==> config.mk <==
export PLATFORM = sky130hd
export DESIGN_NAME = in_pass_cfg_filter
export DESIGN_NICKNAME = d
export VERILOG_FILES = /design/src/rtl/in_pass_pkg.sv /design/src/rtl/cus_mux41.sv /design/src/rtl/in_pass_channel.sv /design/src/rtl/in_pass_cfg_filter.sv
export SDC_FILE = /design/constraint.sdc
export NUM_CORES = 1
export LEC_CHECK = 0
export BUFFER_PORTS_ARGS = -buffer_cell sky130_fd_sc_hd__buf_2
export CAP_MARGIN = 10
export CORE_MARGIN = 8
export CORE_UTILIZATION = 35
export CTS_CLUSTER_SIZE = 12
export DETAILED_ROUTE_END_ITERATION = 10
export PLACE_DENSITY = 0.51
export SLEW_MARGIN = 0
export SYNTH_ARGS = -nofsm -noshare
export SYNTH_HDL_FRONTEND = slang
export SYNTH_HIERARCHICAL = 1
export SYNTH_SLANG_ARGS = --single-unit
==> constraint.sdc <==
create_clock -name UserCLK -period 2.15 [get_ports UserCLK]
set_input_delay 0.43 -clock UserCLK [delete_from_list [all_inputs] [get_ports UserCLK]]
set_output_delay 0.43 -clock UserCLK [all_outputs]
set_load 0.005 [all_outputs]
==> src/rtl/in_pass_pkg.sv <==
// Shared definitions for the input-pass BEL: channel mode encodings and the
// width helper for the debounce counter.
package in_pass_pkg;

    localparam logic [1:0] MODE_COMB = 2'b00;
    localparam logic [1:0] MODE_REG  = 2'b01;
    localparam logic [1:0] MODE_SYNC = 2'b10;
    localparam logic [1:0] MODE_FILT = 2'b11;

    // Counter must hold 0..filterCycles; clamp so a degenerate setting still yields a 1-bit counter.
    function automatic int cntWidth(input int filterCycles);
        return (filterCycles < 1) ? 1 : $clog2(filterCycles + 1);
    endfunction

endpackage

==> src/rtl/cus_mux41.sv <==
// Behavioural stand-in for the tile library 4:1 mux cell (S1 selects the upper pair).
module cus_mux41 (
    input  logic A0,
    input  logic A1,
    input  logic A2,
    input  logic A3,
    input  logic S0,
    input  logic S1,
    output logic X
);

    assign X = S1 ? (S0 ? A3 : A2) : (S0 ? A1 : A0);

endmodule

==> src/rtl/in_pass_channel.sv <==
// One input-pass channel: comb / registered / 2-flop sync / sync+debounce, picked by mode.
// Optional rising-edge pulse output when INPASS_RISE_PULSE_EN is defined.
module in_pass_channel
    import in_pass_pkg::*;
#(
    parameter int FILTER_CYCLES = 4
) (
    input  logic       UserCLK,
    input  logic       RESET,
    input  logic       I,
    input  logic [1:0] mode,
`ifdef INPASS_RISE_PULSE_EN
    output logic       O_rise,
`endif
    output logic       O
);

    localparam int              CntW    = cntWidth(FILTER_CYCLES);
    localparam logic [CntW-1:0] CntLast = CntW'(FILTER_CYCLES - 1);
    localparam logic [CntW-1:0] CntOne  = CntW'(1);

    logic            r1;
    logic            s1;
    logic            s2;
    logic            filt;
    logic [CntW-1:0] cnt;

    // Every flop runs in every mode, so switching mode never needs a warm-up period.
    // NOTE: sequential state uses non-blocking assignments so s1 -> s2 forms a real two-stage chain.
    always_ff @(posedge UserCLK or posedge RESET) begin
        if (RESET) begin
            r1   <= 1'b0;
            s1   <= 1'b0;
            s2   <= 1'b0;
            filt <= 1'b0;
            cnt  <= '0;
        end else begin
            r1 <= I;
            s1 <= I;
            s2 <= s1;
            if (s2 == filt) begin
                cnt <= '0;
            end else if (cnt == CntLast) begin
                filt <= s2;
                cnt  <= '0;
            end else begin
                cnt <= cnt + CntOne;
            end
        end
    end

    cus_mux41 u_outMux (
        .A0 (I),
        .A1 (r1),
        .A2 (s2),
        .A3 (filt),
        .S0 (mode[0]),
        .S1 (mode[1]),
        .X  (O)
    );

`ifdef INPASS_RISE_PULSE_EN
    logic selReg;
    logic prev;

    // COMB mode has no registered value of its own, so the pulse tracks the synchroniser.
    cus_mux41 u_riseMux (
        .A0 (s2),
        .A1 (r1),
        .A2 (s2),
        .A3 (filt),
        .S0 (mode[0]),
        .S1 (mode[1]),
        .X  (selReg)
    );

    always_ff @(posedge UserCLK or posedge RESET) begin
        if (RESET) prev <= 1'b0;
        else       prev <= selReg;
    end

    assign O_rise = selReg & ~prev;
`endif

endmodule

==> src/rtl/in_pass_cfg_filter.sv <==
// Input-pass BEL top: NUM_CH independent channels, each configured by two frame bits.
// Define INPASS_RISE_PULSE_EN to add the per-channel O_rise pulse outputs.
module in_pass_cfg_filter #(
    parameter  int NUM_CH        = 4,
    parameter  int FILTER_CYCLES = 4,
    localparam int NoConfigBits  = 2 * NUM_CH
) (
    input  logic                    UserCLK,
    input  logic                    RESET,
    input  logic [NUM_CH-1:0]       I,
    output logic [NUM_CH-1:0]       O,
`ifdef INPASS_RISE_PULSE_EN
    output logic [NUM_CH-1:0]       O_rise,
`endif
    input  logic [NoConfigBits-1:0] ConfigBits
);

    for (genvar c = 0; c < NUM_CH; c++) begin : gCh
        in_pass_channel #(
            .FILTER_CYCLES (FILTER_CYCLES)
        ) u_ch (
            .UserCLK (UserCLK),
            .RESET   (RESET),
            .I       (I[c]),
            .mode    (ConfigBits[2*c +: 2]),
`ifdef INPASS_RISE_PULSE_EN
            .O_rise  (O_rise[c]),
`endif
            .O       (O[c])
        );
    end

endmodule
==> impl_metrics.yaml <==
global_routing:
  antenna_found_initial: 0
  grt_usage: 0.0713
  grt_pass1_vias: 615
  grt_max_degree: 13
  gr-total-overflow: 0
  grt_pass1_wl_um: 2580
layout:
  fin_area_um2: 1120
  finalNetCount: 100
  num-fill-cells: 264
  num_antenna_cells: 0
  area_delta_synth_final_pct: 15.1
  drive_gt1_frac: 0.400
  postLayoutCoreUtil: 0.416
placement:
  gp_congestion: 0.684
  place_area_um2: 1090
  dp_hpwl_um: 1170
  numPortBuffers: 17
routing:
  drt_iter0_markers: 6
  via_count: 521
  drt_pass1_iterations: 2
  avgViaCountPerCell: 4.69
  drcViolationCount: 0
  wl_per_cell_um: 12.3
  wl_um: 1370
  drtAntennaViolNets: 0
status:
  status: "finished, final reports clean"
pwr:
  peakVddDrop_mv: 0.510
  p_per_area_nw_per_um2: 968
  p_leak_nw: 0.524
worst_setup_path:
  rr_worst_depth: 3
  crit_fanout: 3
  worstReg2RegStart: "gCh[1].u_ch/cnt[0]$_DFF_PP0_"
  cp.required_ns: 1.72
  cp-startpoint: "gCh[0].u_ch/filt$_DFFE_PP0P_"
  critPathArrivalTime_ns: 1.30
  timing.critical_path.to: "O[0]"
  critPathKind: "reg -> out"
  cp-end-kind: "primary output"
  regToRegEndpoint: "gCh[1].u_ch/filt$_DFFE_PP0P_"
  r2r_slack_ns: 0.99
  startpoint_type: "flop"
die:
  io_pins: 18
  die_w_um: 68.7
  die_area_um2: 4720
  num_rows: 19
  initial_core_util: 0.361
  core_um2: 2690
  die_y_um: 68.7
timing:
  finalSetupViolCount: 0
  rsz0062_at_grt: "no"
  period_share: 0.806
  worstMarginPinSlew_ns: 0.285
  finalCriticalPeriod_ns: 1.73
  slew_headroom: 0.809
  timing.final.hold_violations: 0
  finClkSkew_ns: 0.00347
  maxSlewViolCount: 0
  fin_tns_setup_ns: 0
  max_freq_ghz: 0.577
synth:
  synth-seq-area-share: 0.619
  netlist_area_um2: 971
  ys_ff_latch: 24
  ys_warn_count: 6
  synth.avg_cell_area_um2: 16.2
  synth_cells: 60
  synth_cell_types: 9
  synthesis.nets: 78
clock_tree:
  postCtsResizedCells: 0
  cts_buffers: 3
  clk_latency_ns: 0.29
  ctsHtreeMaxLevel: 1
  cts_setup_buffers: 0
  cts-root-buf: "clkbuf_4"
  cts_sinks: 24
  ctsHoldBuffers: 0
  cts_tree: "yes"
  clockBufferDepth: 2
  clk_pin_slew_worst_paths_ns: 0.11
worst_hold_path:
  min_path_type: "in -> async"
job:
  cap_viol_max_count: 0
==> worst max-delay path, cell delays in order (launching register included) <==
cell and delay, ns:
dfrtp_1 0.42, mux4_2 0.46, buf_2 0.14
==> how the worst min path moves through the flow <==
stage	end	slack (ns)
2_1_floorplan	gCh[0].u_ch/cnt[0]$_DFF_PP0_	0.22
3_3_place_gp	gCh[3].u_ch/s2$_DFF_PP0_	0.36
3_5_place_dp	gCh[0].u_ch/s2$_DFF_PP0_	0.37
4_1_cts	gCh[2].u_ch/s1$_DFF_PP0_	0.06
5_1_grt	gCh[0].u_ch/cnt[1]$_DFF_PP0_	0.05
6_report	gCh[2].u_ch/s1$_DFF_PP0_	0.06
==> cell type report <==
type,instances,area [um^2],area share
multi-input cells,32,355,0.318
flip-flops and latches,24,601,0.538
repair buffers,17,85.1,0.0761
inverters,4,15.0,0.0134
well taps,31,38.8,0.0347
clock buffers,3,22.5,0.0202
==> registers in the layout, summed over array words and instances, names as in the netlist <==
register / count
gCh.u_ch/s2: 4
gCh.u_ch/s1: 4
gCh.u_ch/cnt: 12
gCh.u_ch/filt: 4
==> cells in the final DEF, fill, tap and decap left out <==
master | netlist | final
clkbuf_4 | 0 | 3
mux2_2 | 4 | 4
nor2b_4 | 4 | 4
ha_1 | 4 | 4
nor3_1 | 4 | 4
inv_1 | 4 | 4
xnor2_1 | 4 | 4
buf_2 | 0 | 17
mux4_2 | 4 | 4
nor3b_1 | 8 | 8
dfrtp_1 | 24 | 24
==> metal layers <==
layer | vias to the layer above | track usage | share of wire | wire length [um]
met5 | - | 0 | 0 | 0
met4 | 0 | 0.0230 | 0.0095 | 13
met3 | 2 | 0.0258 | 0.080 | 109
met2 | 10 | 0.118 | 0.48 | 650
met1 | 259 | 0.0837 | 0.43 | 592
li1 | 250 | - | - | -
==> cells in the mapped netlist <==
cell	count	area, um^2
nor3b_1	8	60.1
mux2_2	4	45.0
xnor2_1	4	35.0
ha_1	4	50.1
nor3_1	4	20.0
nor2b_4	4	55.1
inv_1	4	15.0
mux4_2	4	90.1
dfrtp_1	24	601
==> metrics by stage <==
stage	worst slack (ns)	hold slack (ns)	total power [mW]	instances
finish	0.416	0.0628	1.08	111
global route	0.333	0.0514	1.19	111
CTS	0.389	0.0587	1.11	111
detailed placement	0.581	0.367	0.927	108
global placement	0.588	0.359	0.919	108
floorplan	0.812	0.221	0.849	60
==> kinds of logic after synthesis <==
group,share of synthesized area
buffers and inverters,0.0155
adders and majority gates,0.0515
xor gates and xnor gates,0.0361
muxes,0.139
and+or+nand+nor,0.139
DFF,0.619
==> where the power goes <==
| part | switching [mW] | internal, mW | leakage [nW] |
|---|---|---|---|
| logic | 0.113 | 0.177 | 0.210 |
| registers | 0.0622 | 0.556 | 0.300 |
| clock network | 0.108 | 0.0650 | 0.0138 |
| total | 0.284 | 0.798 | 0.524 |
No activity file was read; power rests on OpenSTA's default activity.
